`config.mk`:
```
export PLATFORM = sky130hd
export DESIGN_NAME = conv_nav_ctrl
export DESIGN_NICKNAME = d
export VERILOG_FILES = /design/src/rtl/conv_nav_ctrl.sv
export SDC_FILE = /design/constraint.sdc
export NUM_CORES = 1
export LEC_CHECK = 0
export ABC_AREA = 1
export BUFFER_PORTS_ARGS = -buffer_cell sky130_fd_sc_hd__buf_2
export CORE_UTILIZATION = 53
export DETAILED_ROUTE_END_ITERATION = 7
export MAX_ROUTING_LAYER = met4
export PLACE_DENSITY_LB_ADDON = 0.05
export SYNTH_ARGS = -nofsm -noshare
export SYNTH_HDL_FRONTEND = slang
export SYNTH_SLANG_ARGS = --single-unit
```
`constraint.sdc`:
```
create_clock -name clk -period 1.6 [get_ports clk]
set_input_delay 0.16 -clock clk [delete_from_list [all_inputs] [get_ports clk]]
set_output_delay 0.16 -clock clk [all_outputs]
set_load 0.01 [all_outputs]
```
`src/rtl/conv_nav_ctrl.sv`:
```
// Navigation controller for the conv2d board demo: button edges step the input/output indices
// and gate valid while conv2d settles. Optional auto-advance via CONV_NAV_AUTOSCAN_EN.
module conv_nav_ctrl #(
    parameter int unsigned NUM_INPUTS    = 4,
    parameter int unsigned OUT_CHANNELS  = 2,
    parameter int unsigned OUT_SIZE      = 3,
    parameter int unsigned SETTLE_CYCLES = 4,
    parameter int unsigned SCAN_PERIOD   = 100000000,
    localparam int unsigned IN_W = (NUM_INPUTS > 1) ? $clog2(NUM_INPUTS) : 1,
    localparam int unsigned CH_W = (OUT_CHANNELS > 1) ? $clog2(OUT_CHANNELS) : 1,
    localparam int unsigned RC_W = (OUT_SIZE > 1) ? $clog2(OUT_SIZE) : 1
) (
    input  logic            clk,
    input  logic            reset,
    input  logic            next_in,
    input  logic            prev_in,
    input  logic            next_out,
    input  logic            prev_out,
    output logic [IN_W-1:0] in_idx,
    output logic [CH_W-1:0] ch_idx,
    output logic [RC_W-1:0] row_idx,
    output logic [RC_W-1:0] col_idx,
    output logic            valid,
    output logic            sample
);
    localparam int unsigned CNT_W = (SETTLE_CYCLES > 1) ? $clog2(SETTLE_CYCLES) : 1;
    localparam logic [CNT_W-1:0] CNT_RELOAD = CNT_W'(SETTLE_CYCLES - 1);
    localparam logic [IN_W-1:0]  IN_MAX     = IN_W'(NUM_INPUTS - 1);
    localparam logic [CH_W-1:0]  CH_MAX     = CH_W'(OUT_CHANNELS - 1);
    localparam logic [RC_W-1:0]  RC_MAX     = RC_W'(OUT_SIZE - 1);

    typedef enum logic {SETTLE, SHOW} state_t;

    state_t           state_q, state_d;
    logic [CNT_W-1:0] cnt_q, cnt_d;
    logic [IN_W-1:0]  in_d;
    logic [CH_W-1:0]  ch_d;
    logic [RC_W-1:0]  row_d, col_d;
    logic             valid_d, sample_d, changed;
    logic             next_in_q, prev_in_q, next_out_q, prev_out_q;
    logic             press_ni, press_pi, press_no, press_po;
    logic             out_fwd, out_bwd, out_wrap;

    assign press_ni = next_in  & ~next_in_q;
    assign press_pi = prev_in  & ~prev_in_q;
    assign press_no = next_out & ~next_out_q;
    assign press_po = prev_out & ~prev_out_q;
    assign out_bwd  = press_po & ~press_no;

`ifdef CONV_NAV_AUTOSCAN_EN
    localparam int unsigned SCAN_W = (SCAN_PERIOD > 1) ? $clog2(SCAN_PERIOD) : 1;

    logic [SCAN_W-1:0] scan_q, scan_d;
    logic              any_press, auto_step;

    assign any_press = press_ni | press_pi | press_no | press_po;
    assign auto_step = (state_q == SHOW) && !any_press && (scan_q == SCAN_W'(SCAN_PERIOD - 1));
    assign out_fwd   = (press_no & ~press_po) | auto_step;
    assign out_wrap  = auto_step;

    // Scan counter only advances while idle in SHOW; a press, an auto step or SETTLE clears it
    assign scan_d = (state_q == SHOW && state_d == SHOW && !any_press) ? SCAN_W'(scan_q + 1'b1) : '0;

    always_ff @(posedge clk) begin
        if (reset) scan_q <= '0;
        else       scan_q <= scan_d;
    end
`else
    logic unused_scan_period;

    assign unused_scan_period = (SCAN_PERIOD != 0);
    assign out_fwd  = press_no & ~press_po;
    assign out_wrap = 1'b0;
`endif

    // Index stepping and settle FSM next-state
    always_comb begin
        state_d = state_q;
        cnt_d   = cnt_q;
        in_d    = in_idx;
        ch_d    = ch_idx;
        row_d   = row_idx;
        col_d   = col_idx;

        if (press_ni && !press_pi && in_idx != IN_MAX)   in_d = in_idx + 1'b1;
        else if (press_pi && !press_ni && in_idx != '0)  in_d = in_idx - 1'b1;

        if (out_fwd) begin
            if (col_idx != RC_MAX) begin
                col_d = col_idx + 1'b1;
            end else if (row_idx != RC_MAX) begin
                col_d = '0;
                row_d = row_idx + 1'b1;
            end else if (ch_idx != CH_MAX) begin
                col_d = '0;
                row_d = '0;
                ch_d  = ch_idx + 1'b1;
            end else if (out_wrap) begin
                col_d = '0;
                row_d = '0;
                ch_d  = '0;
            end
        end else if (out_bwd) begin
            if (col_idx != '0) begin
                col_d = col_idx - 1'b1;
            end else if (row_idx != '0) begin
                col_d = RC_MAX;
                row_d = row_idx - 1'b1;
            end else if (ch_idx != '0) begin
                col_d = RC_MAX;
                row_d = RC_MAX;
                ch_d  = ch_idx - 1'b1;
            end
        end

        changed = {in_d, ch_d, row_d, col_d} != {in_idx, ch_idx, row_idx, col_idx};

        case (state_q)
            SETTLE: begin
                if (changed)           cnt_d = CNT_RELOAD;
                else if (cnt_q == '0)  state_d = SHOW;
                else                   cnt_d = cnt_q - 1'b1;
            end
            SHOW: begin
                if (changed) begin
                    state_d = SETTLE;
                    cnt_d   = CNT_RELOAD;
                end
            end
            default: state_d = SETTLE;
        endcase

        valid_d  = (state_d == SHOW);
        sample_d = (state_q == SETTLE) && (state_d == SHOW);
    end

    // Prev levels load the live level in reset so a held button cannot fire on release
    always_ff @(posedge clk) begin
        if (reset) begin
            next_in_q  <= next_in;
            prev_in_q  <= prev_in;
            next_out_q <= next_out;
            prev_out_q <= prev_out;
            in_idx     <= '0;
            ch_idx     <= '0;
            row_idx    <= '0;
            col_idx    <= '0;
            state_q    <= SETTLE;
            cnt_q      <= CNT_RELOAD;
            valid      <= 1'b0;
            sample     <= 1'b0;
        end else begin
            next_in_q  <= next_in;
            prev_in_q  <= prev_in;
            next_out_q <= next_out;
            prev_out_q <= prev_out;
            in_idx     <= in_d;
            ch_idx     <= ch_d;
            row_idx    <= row_d;
            col_idx    <= col_d;
            state_q    <= state_d;
            cnt_q      <= cnt_d;
            valid      <= valid_d;
            sample     <= sample_d;
        end
    end
endmodule

```
Word level (Yosys, flattened, before mapping)
Cells that the tools add are included.
{ "word_totals": {"regBits": 15, "in_bits": 6, "output_inout_bits": 9, "elab_cells": 85} }
{ "op_classes": {"add_sub_neg": 9, "eq_ne": 6, "n_mux": 34, "n_bitwise": 13, "n_reduce_logical": 12} }
{ "ops": {"columns": ["operator", "count"], "rows": [
  ["2-bit two-way mux", 21],
  ["1-bit two-way mux", 11],
  ["2-bit by 1-bit subtractor with 2-bit output, second input constant", 4],
  ["7-bit inequality test", 1],
  ["1-bit inverter", 7],
  ["2-bit by 1-bit adder with 2-bit output, second input constant", 3],
  ["1-bit AND", 6],
  ["2-bit inequality test, second input constant", 3],
  ["2-bit nonzero test", 3],
  ["1-bit logical AND", 5],
  ["2-bit case mux with 2 select lines", 1],
  ["3-bit inequality test, second input constant", 1],
  ["1-bit zero test", 2],
  ["2-bit zero test", 1],
  ["2-bit by 1-bit inequality test with 1-bit output, second input constant", 1],
  ["1-bit case mux with 2 select lines", 1],
  ["2-bit AND reduction", 1],
  ["1-bit adder, second input constant", 1],
  ["1-bit subtractor, second input constant", 1]
]} }

Longest topological paths before layout
Gate-level depths: netlist (run 1).
{ "logic_depth": {"word_depth": 11, "depth_mapped": 10, "mapped_depth_nobuf": 10} }

Worst setup path before layout (run 1)
OpenSTA, ideal clock, no wires.
{ "synth_path": {"kind": "reg-to-reg", "start": "register in_idx[0]", "end": "register sample", "setup_ns": 0.118, "t_arrival_ns": 1.184, "required_ns": 1.482, "path_slack_ns": 0.298, "stages_incl_launch_ff": 10, "path_buffers": 0, "period_less_slack_ns": 1.302, "cell_sequence": "dfxtp_1 inv_1 ha_1 nand3b_1 nand2_1 inv_1 nand3_2 nor2_4 nand3_2 nor2_2"} }
{ "synth_via": {"elab_chain_cells": 8, "elab_cells_between_ends": 13, "classes_between": "add/sub (2); eq/ne (2); mux (5); reduce/logical (4)"} }
{ "synth_lines": {"columns": ["item", "line_no", "text"], "rows": [
  ["start, declared", "19", "output logic [IN_W-1:0] in_idx,"],
  ["start signal, assigned", "157", "in_idx <= in_d;"],
  ["branches (longest 4 deep; another with 2-bit by 1-bit subtractor with 2-bit output)", null, null],
  ["7-bit inequality test (*)", "116", "changed = {in_d, ch_d, row_d, col_d} != {in_idx, ch_idx, row_idx, col_idx};"],
  ["1-bit two-way mux (on tied branches)", "125, 120", null],
  ["1-bit case mux with 2 select lines (*)", "118", "case (state_q)"],
  ["1-bit logical AND (*)", "134", "sample_d = (state_q == SETTLE) && (state_d == SHOW);"],
  ["end signal, assigned", "164", "sample <= sample_d;"],
  ["end, declared", "24", "output logic sample"]
]} }
Mark *: on every way between the ends.
A chain may end at the register's enable or synchronous reset.

Final worst setup path (run 1)
{ "layout_path": {"start": "input next_out", "end": "register sample"} }
{ "layout_via": {"elab_chain_cells": 9, "elab_cells_between_ends": 15, "classes_between": "eq/ne (1); mux (9); bitwise (4); reduce/logical (1)"} }
{ "layout_lines": {"columns": ["item", "line_no", "text"], "rows": [
  ["start, declared", "17", "input logic next_out,"],
  ["1-bit AND (*)", "46", "assign press_no = next_out & ~next_out_q;"],
  ["1-bit inverter", "48", "assign out_bwd = press_po & ~press_no;"],
  ["1-bit AND", "48", null],
  ["2-bit two-way mux / 1-bit two-way mux (equally long branches)", "103", "end else if (out_bwd) begin"],
  ["2-bit two-way mux / 1-bit two-way mux (equally long branches)", "88", "if (out_fwd) begin"],
  ["7-bit inequality test (*)", "116", null],
  ["1-bit two-way mux (on tied branches)", "125, 120", null],
  ["1-bit case mux with 2 select lines (*)", "118", null],
  ["1-bit logical AND (*)", "134", null]
]} }
Mark *: on every way between the ends. The rest lies on a longest branch, timed or not.

==> results of run 1 <==
cell type report:
type / count / area (um2) / area share, %
Multi-Input combinational cell: 82 / 459 / 46.2
Sequential cell: 15 / 300 / 30.2
Timing Repair Buffer: 17 / 100 / 10.1
Inverter: 23 / 86.3 / 8.69
Clock buffer: 3 / 22.5 / 2.27
Tap cell: 16 / 20.0 / 2.02
Clock inverter: 1 / 5.00 / 0.504
logic make-up (layout without fill, tap and decap cells):
kind of cell             after synthesis  count (layout)
adder cells (fa/ha/maj)                3               3
flip-flops                            15              15
AND/OR/NAND/NOR                       60              60
buffers and inverters                 24              44
XOR/XNOR                               1               1
AO/OA/AOI/OAI                         18              18
metal layers:
metal	global-route usage [%]	vias up	routed length, um
met4	10.6	0	34
met5	-	-	0
met3	2.59	6	56
met1	27.4	338	792
li1	-	427	-
met2	33.4	19	749
power breakdown:
group | switching (mW) | internal, mW | leakage (nW)
Clock | 0.129 | 0.0930 | 0.0177
Sequential | 0.0257 | 0.401 | 0.124
Combinational | 0.145 | 0.0907 | 0.399
Total | 0.300 | 0.584 | 0.541
registers in the layout, indices dropped and copies added (netlist names):
signal,cells
ch_idx,1
cnt_q,2
col_idx,2
sample,1
state_q,1
prev_in_q,1
row_idx,2
next_out_q,1
prev_out_q,1
in_idx,2
next_in_q,1
cells in the mapped netlist:
master / n
dfxtp_1: 15
inv_2: 3
o21ai_1: 3
nand3b_1: 1
o211ai_1: 1
nor2_4: 2
nand3_1: 10
a211oi_1: 4
nor3_1: 1
buf_1: 1
nand2_1: 14
o22ai_1: 1
a21oi_1: 5
nand3_2: 3
xor2_1: 1
ha_1: 3
nand2_2: 5
clkinv_1: 1
nor2_2: 5
inv_1: 19
o21ai_0: 3
a211oi_2: 1
nor2_1: 19
how the worst max path moves through the flow:
stage | from | endpoint | cells after the start
2_1_floorplan | in_idx[0] | sample | 9
3_3_place_gp | in_idx[0] | state_q | 9
3_5_place_dp | in_idx[0] | state_q | 9
4_1_cts | next_out | sample | 11
5_1_grt | next_out | sample | 11
6_report | next_out | sample | 11
stage by stage:
step	setup slack [ns]	util (%)
5_1_grt	0.0125	65.9
3_5_place_dp	0.261	62.1
2_1_floorplan	0.298	-
3_3_place_gp	0.280	62.1
4_1_cts	0.121	65.9
6_report	0.110	65.9
critical path: cells and delay by family:
family / cells / cell delay (ns)
buf+inv: 4 / 0.88
simple gates: 7 / 0.68
==> results.json, run 1 <==
{
  "postRouteAntennaNets": 0,
  "synth_top_family_by_area": "simple AND/OR/NAND/NOR gates",
  "total_power_mw": 0.885,
  "yosys.area.top_type_share_pct": 35.3,
  "start_util_pct": 56.4,
  "synth_cell_types": 23,
  "routed_wl_um": 1630,
  "grt_pass1_wl_um": 2800,
  "drt_pre_antenna_iters": 4,
  "ys_seq_area_share_pct": 35.3,
  "synth_nets": 130,
  "ctsHtreeMaxLevel": 1,
  "slowest_stage": "dlygate4sd3_1",
  "reg2regPathDepth": 9,
  "synthToLayoutAreaGrowth_pct": 16.9,
  "hold_end": "prev_out_q",
  "min_period_over_period_pct": 93.1,
  "grt_pass1_vias": 694,
  "wire_per_inst_um": 10.4,
  "dp.final_hpwl_um": 1200,
  "drc_errors": 0,
  "synth_mux_area_share_pct": 0,
  "hp-class": "input pin to flop",
  "die_w_um": 42.0,
  "final_area_um2": 993,
  "setup_violations": 0,
  "finalNonFillerCells": 157,
  "worst_path_largest_cell_delay_ns": 0.53,
  "worstPathCellList": "dlygate4sd3_1 -> buf_2 -> inv_1 -> nor2_4 -> nand2_2 -> inv_1 -> nand3_1 -> nand3_2 -> nor2_4 -> nand3_2 -> nor2_2",
  "rrSetupSlack_ns": 0.25,
  "cts-resized-gates": 0,
  "start_kind": "input pin",
  "required_ns": 1.84,
  "cts_buffers": 3,
  "gr-total-overflow": 0,
  "synth_compound_area_share_pct": 13.1,
  "dp_cells": 150,
  "worst_clock_skew_ns": 0.000529,
  "drive_gt1_share_pct": 26.2,
  "antenna_found_initial": 0,
  "power_density_nw_per_um2": 890,
  "fmaxAchievable_mhz": 671,
  "hp-start": "prev_out",
  "synth_xor_xnor_area_share_pct": 1.03,
  "synthAdderAreaFrac_pct": 4.42,
  "n_antenna_cell": 0,
  "slew_viol_final": 0,
  "routed-via-count": 790,
  "num_rows": 14,
  "r2r_end": "state_q",
  "grtUsageTotal_pct": 21.4,
  "maxCapViolCount": 0,
  "synth_warnings": 0,
  "place.gp.congestion": 0.862,
  "ir_drop_v": 0.000461,
  "status": "finished, final reports clean",
  "synth_area_um2": 850,
  "hold_viol": 0,
  "critPathCaptureType": "flop",
  "rr_startpoint": "in_idx[0]",
  "syn_inst": 121,
  "portBuffers": 14,
  "die_height_um": 42.0,
  "final_nets": 151,
  "critPathKind": "input pin to flop",
  "worst_slew_pin_slew_ns": 0.278,
  "core_um2": 1510,
  "io_pins": 15,
  "postCtsHoldBufs": 3,
  "slew-limit-headroom_pct": 81.2,
  "root_buffer": "clkbuf_4",
  "clock_latency_ns": 0.29,
  "hold_slack_ns": 0.00561,
  "leakage_nw": 0.541,
  "synth_seq_cells": 15,
  "viasPerCell": 5.03,
  "cts_sinks": 15,
  "period_minus_slack_ns": 1.49,
  "cts_tree": "done",
  "yosysTopAreaCell": "dfxtp_1",
  "hold_path_depth": 1,
  "postCtsSetupBuffers": 0,
  "tns_ns": 0,
  "placedInstanceArea_um2": 936,
  "rsz0062_at_grt": "no",
  "die-area_um2": 1770,
  "clkTransAtPathRegs_ns": 0.09,
  "synth_area_per_cell_um2": 7.02,
  "fillers": 132,
  "synth_simple_gate_area_share_pct": 35.5,
  "drt_iter0_drc": 18,
  "clock_path_buffers": 2,
  "final_cell_mix": "inv_1, nor2_1, dfxtp_1",
  "yosys-top-cells-area": "dfxtp_1, inv_1, nor2_1",
  "grt_max_degree": 11,
  "cp_max_fo": 6,
  "arrival_ns": 1.73
}
No activity file was read; power rests on OpenSTA's default activity.
==> inputs of run 2 (changes only) <==
==> constraint.sdc (replaced) <==
create_clock -name clk -period 1.4 [get_ports clk]
set_input_delay 0.14 -clock clk [delete_from_list [all_inputs] [get_ports clk]]
set_output_delay 0.14 -clock clk [all_outputs]
set_load 0.01 [all_outputs]
==> run 2 against run 1 <==
Global-route usage fell by 0.89 points. Worst setup slack worse by 0.040 ns. Worst hold slack improved by 0.18 ns. Critical endpoint unchanged. Power increased by 16%. Design area up 3.4%. Clock power is 11% higher. Clock-buffer cell count did not move. Clock skew rose by 0.0052 ns. Wire length rose by 2.6%. Register-to-register slack worse by 0.15 ns. Die area is the same. Sequential share of layout area shrank 0.63 points.
==> results.json, run 2 (synthesized netlist as in run 1, its figures left out) <==
{
  "status": "finished, final reports clean",
  "fillers": 130,
  "r2r_end": "state_q",
  "cts_buffers": 3,
  "cts_sinks": 15,
  "io_pins": 15,
  "layout_commonest_cell": "nor2_1",
  "regArea_um2": 304,
  "grt_max_degree": 11,
  "clock_path_buffers": 2,
  "die-area_um2": 1770,
  "cp_max_fo": 4,
  "grt_pass1_vias": 664,
  "drive_gt1_share_pct": 31.5,
  "place.gp.congestion": 0.890,
  "start_kind": "input pin",
  "arrival_ns": 1.55,
  "core_um2": 1510,
  "period_minus_slack_ns": 1.33,
  "ir_drop_v": 0.000763,
  "rrSetupSlack_ns": 0.10,
  "clkTransAtPathRegs_ns": 0.09,
  "root_buffer": "clkbuf_4",
  "routed-via-count": 812,
  "portBuffers": 14,
  "num_rows": 14,
  "clock_latency_ns": 0.28,
  "slew-limit-headroom_pct": 77.3,
  "die_w_um": 42.0,
  "critPathCaptureType": "flop",
  "ctsHtreeMaxLevel": 1,
  "drt_iter0_drc": 29,
  "critPathKind": "input pin to flop",
  "dp_slack_ns": 0.0585,
  "hold_end": "in_idx[1]",
  "multi_input_area_um2": 472,
  "fmaxAchievable_mhz": 752,
  "required_ns": 1.62,
  "drt_pre_antenna_iters": 4,
  "final_nets": 153,
  "reg2regPathDepth": 9,
  "grtUsageTotal_pct": 20.5,
  "maxCapViolCount": 0,
  "worst_slew_pin_slew_ns": 0.337,
  "routed_wl_um": 1680,
  "slew_viol_final": 0,
  "start_util_pct": 56.4,
  "dp.final_hpwl_um": 1280,
  "hold_viol": 0,
  "drc_errors": 0,
  "rr_startpoint": "in_idx[1]",
  "rsz0062_at_grt": "yes",
  "power_density_nw_per_um2": 997,
  "leakage_nw": 0.551,
  "wire_per_inst_um": 10.5,
  "antenna_found_initial": 0,
  "final_cell_mix": "nor2_1, inv_1, nand2_1, buf_2, dfxtp_1",
  "synthToLayoutAreaGrowth_pct": 20.9,
  "setup_violations": 0,
  "die_height_um": 42.0,
  "setup_slack_ns": 0.0703,
  "worst_clock_skew_ns": 0.00572,
  "grt_pass1_wl_um": 2730,
  "hp-start": "reset",
  "postRouteAntennaNets": 0,
  "gr-total-overflow": 0,
  "n_antenna_cell": 0,
  "hold_path_depth": 2,
  "hp-class": "input pin to flop",
  "cts_tree": "done",
  "viasPerCell": 5.11,
  "fin_util_pct": 68.2,
  "min_period_over_period_pct": 95.0
}
## run 2: changes by cell type in the layout (fill, tap and decap cells not counted)
cell	before	now
nor2_1	19	18
inv_1	19	17
inv_2	3	5
a211oi_1	4	3
dfxtp_1	15	12
dlygate4sd3_1	3	4
a211oi_2	1	2
buf_4	0	1
nor2_4	2	3
dfxtp_2	0	3
## run 2: layer usage
layer / up-vias / track usage, % / wire, um
li1: 428 / - / -
met1: 360 / 27.8 / 826
met2: 24 / 31.6 / 758
met3: 0 / 5.17 / 92
met4: 0 / 3.75 / 0
met5: - / - / 0
## run 2: critical path, cell delays in order
cell and delay, ns:
dlygate4sd3_1 0.53, buf_2 0.13, nand2_1 0.09, nor2_1 0.05, nand2_1 0.11, nand2_1 0.08
inv_2 0.07, nand3_2 0.08, nor2_4 0.11, nand3_2 0.09, nor2_2 0.07
## run 2: area by class of cell
class | count | area share [%]
well taps | 16 | 1.95
multi-input cells | 82 | 45.9
clock inverters | 1 | 0.487
flip-flops and latches | 15 | 29.6
repair buffers | 19 | 11.4
inverters | 23 | 8.40
clock buffers | 3 | 2.19
## run 2: worst max-delay path by stage
| stage | from | endpoint | slack [ns] |
|---|---|---|---|
| after global placement | in_idx[0] | state_q | 0.08 |
| after CTS | prev_in | sample | 0.02 |
| final | next_in | sample | 0.07 |
| after floorplan | in_idx[0] | sample | 0.1 |
| after detailed placement | in_idx[0] | state_q | 0.06 |
| after global routing | prev_in | sample | -0.001 |
## run 2: what timing repair did
| action | 4_1_cts | 5_1_grt |
|---|---|---|
| gates resized for setup | 0 | 8 |
| endpoints found under the hold margin | 4 | 0 |
| hold buffers | 4 | 0 |
| buffers inserted | 0 | 0 |
| setup endpoints to repair | 0 | 4 |
## run 2: where the power goes
group / leakage (nW) / total, mW / internal [mW] / switching [mW]
Combinational: 0.409 / 0.288 / 0.114 / 0.174
Sequential: 0.125 / 0.491 / 0.460 / 0.0305
Clock: 0.0177 / 0.246 / 0.106 / 0.140
Total: 0.551 / 1.02 / 0.680 / 0.345
## run 2: through the flow
stage | std cells | cell area [um2] | hold WS, ns | TNS [ns] | power (mW)
after CTS | 159 | 1010 | 0.170 | 0 | 1.02
after floorplan | 121 | 850 | 0.168 | 0 | 0.697
final | 159 | 1030 | 0.187 | 0 | 1.02
after global placement | 151 | 943 | 0.256 | 0 | 0.758
after global routing | 159 | 1030 | 0.192 | -0.00142 | 1.10
after detailed placement | 151 | 943 | 0.260 | 0 | 0.763
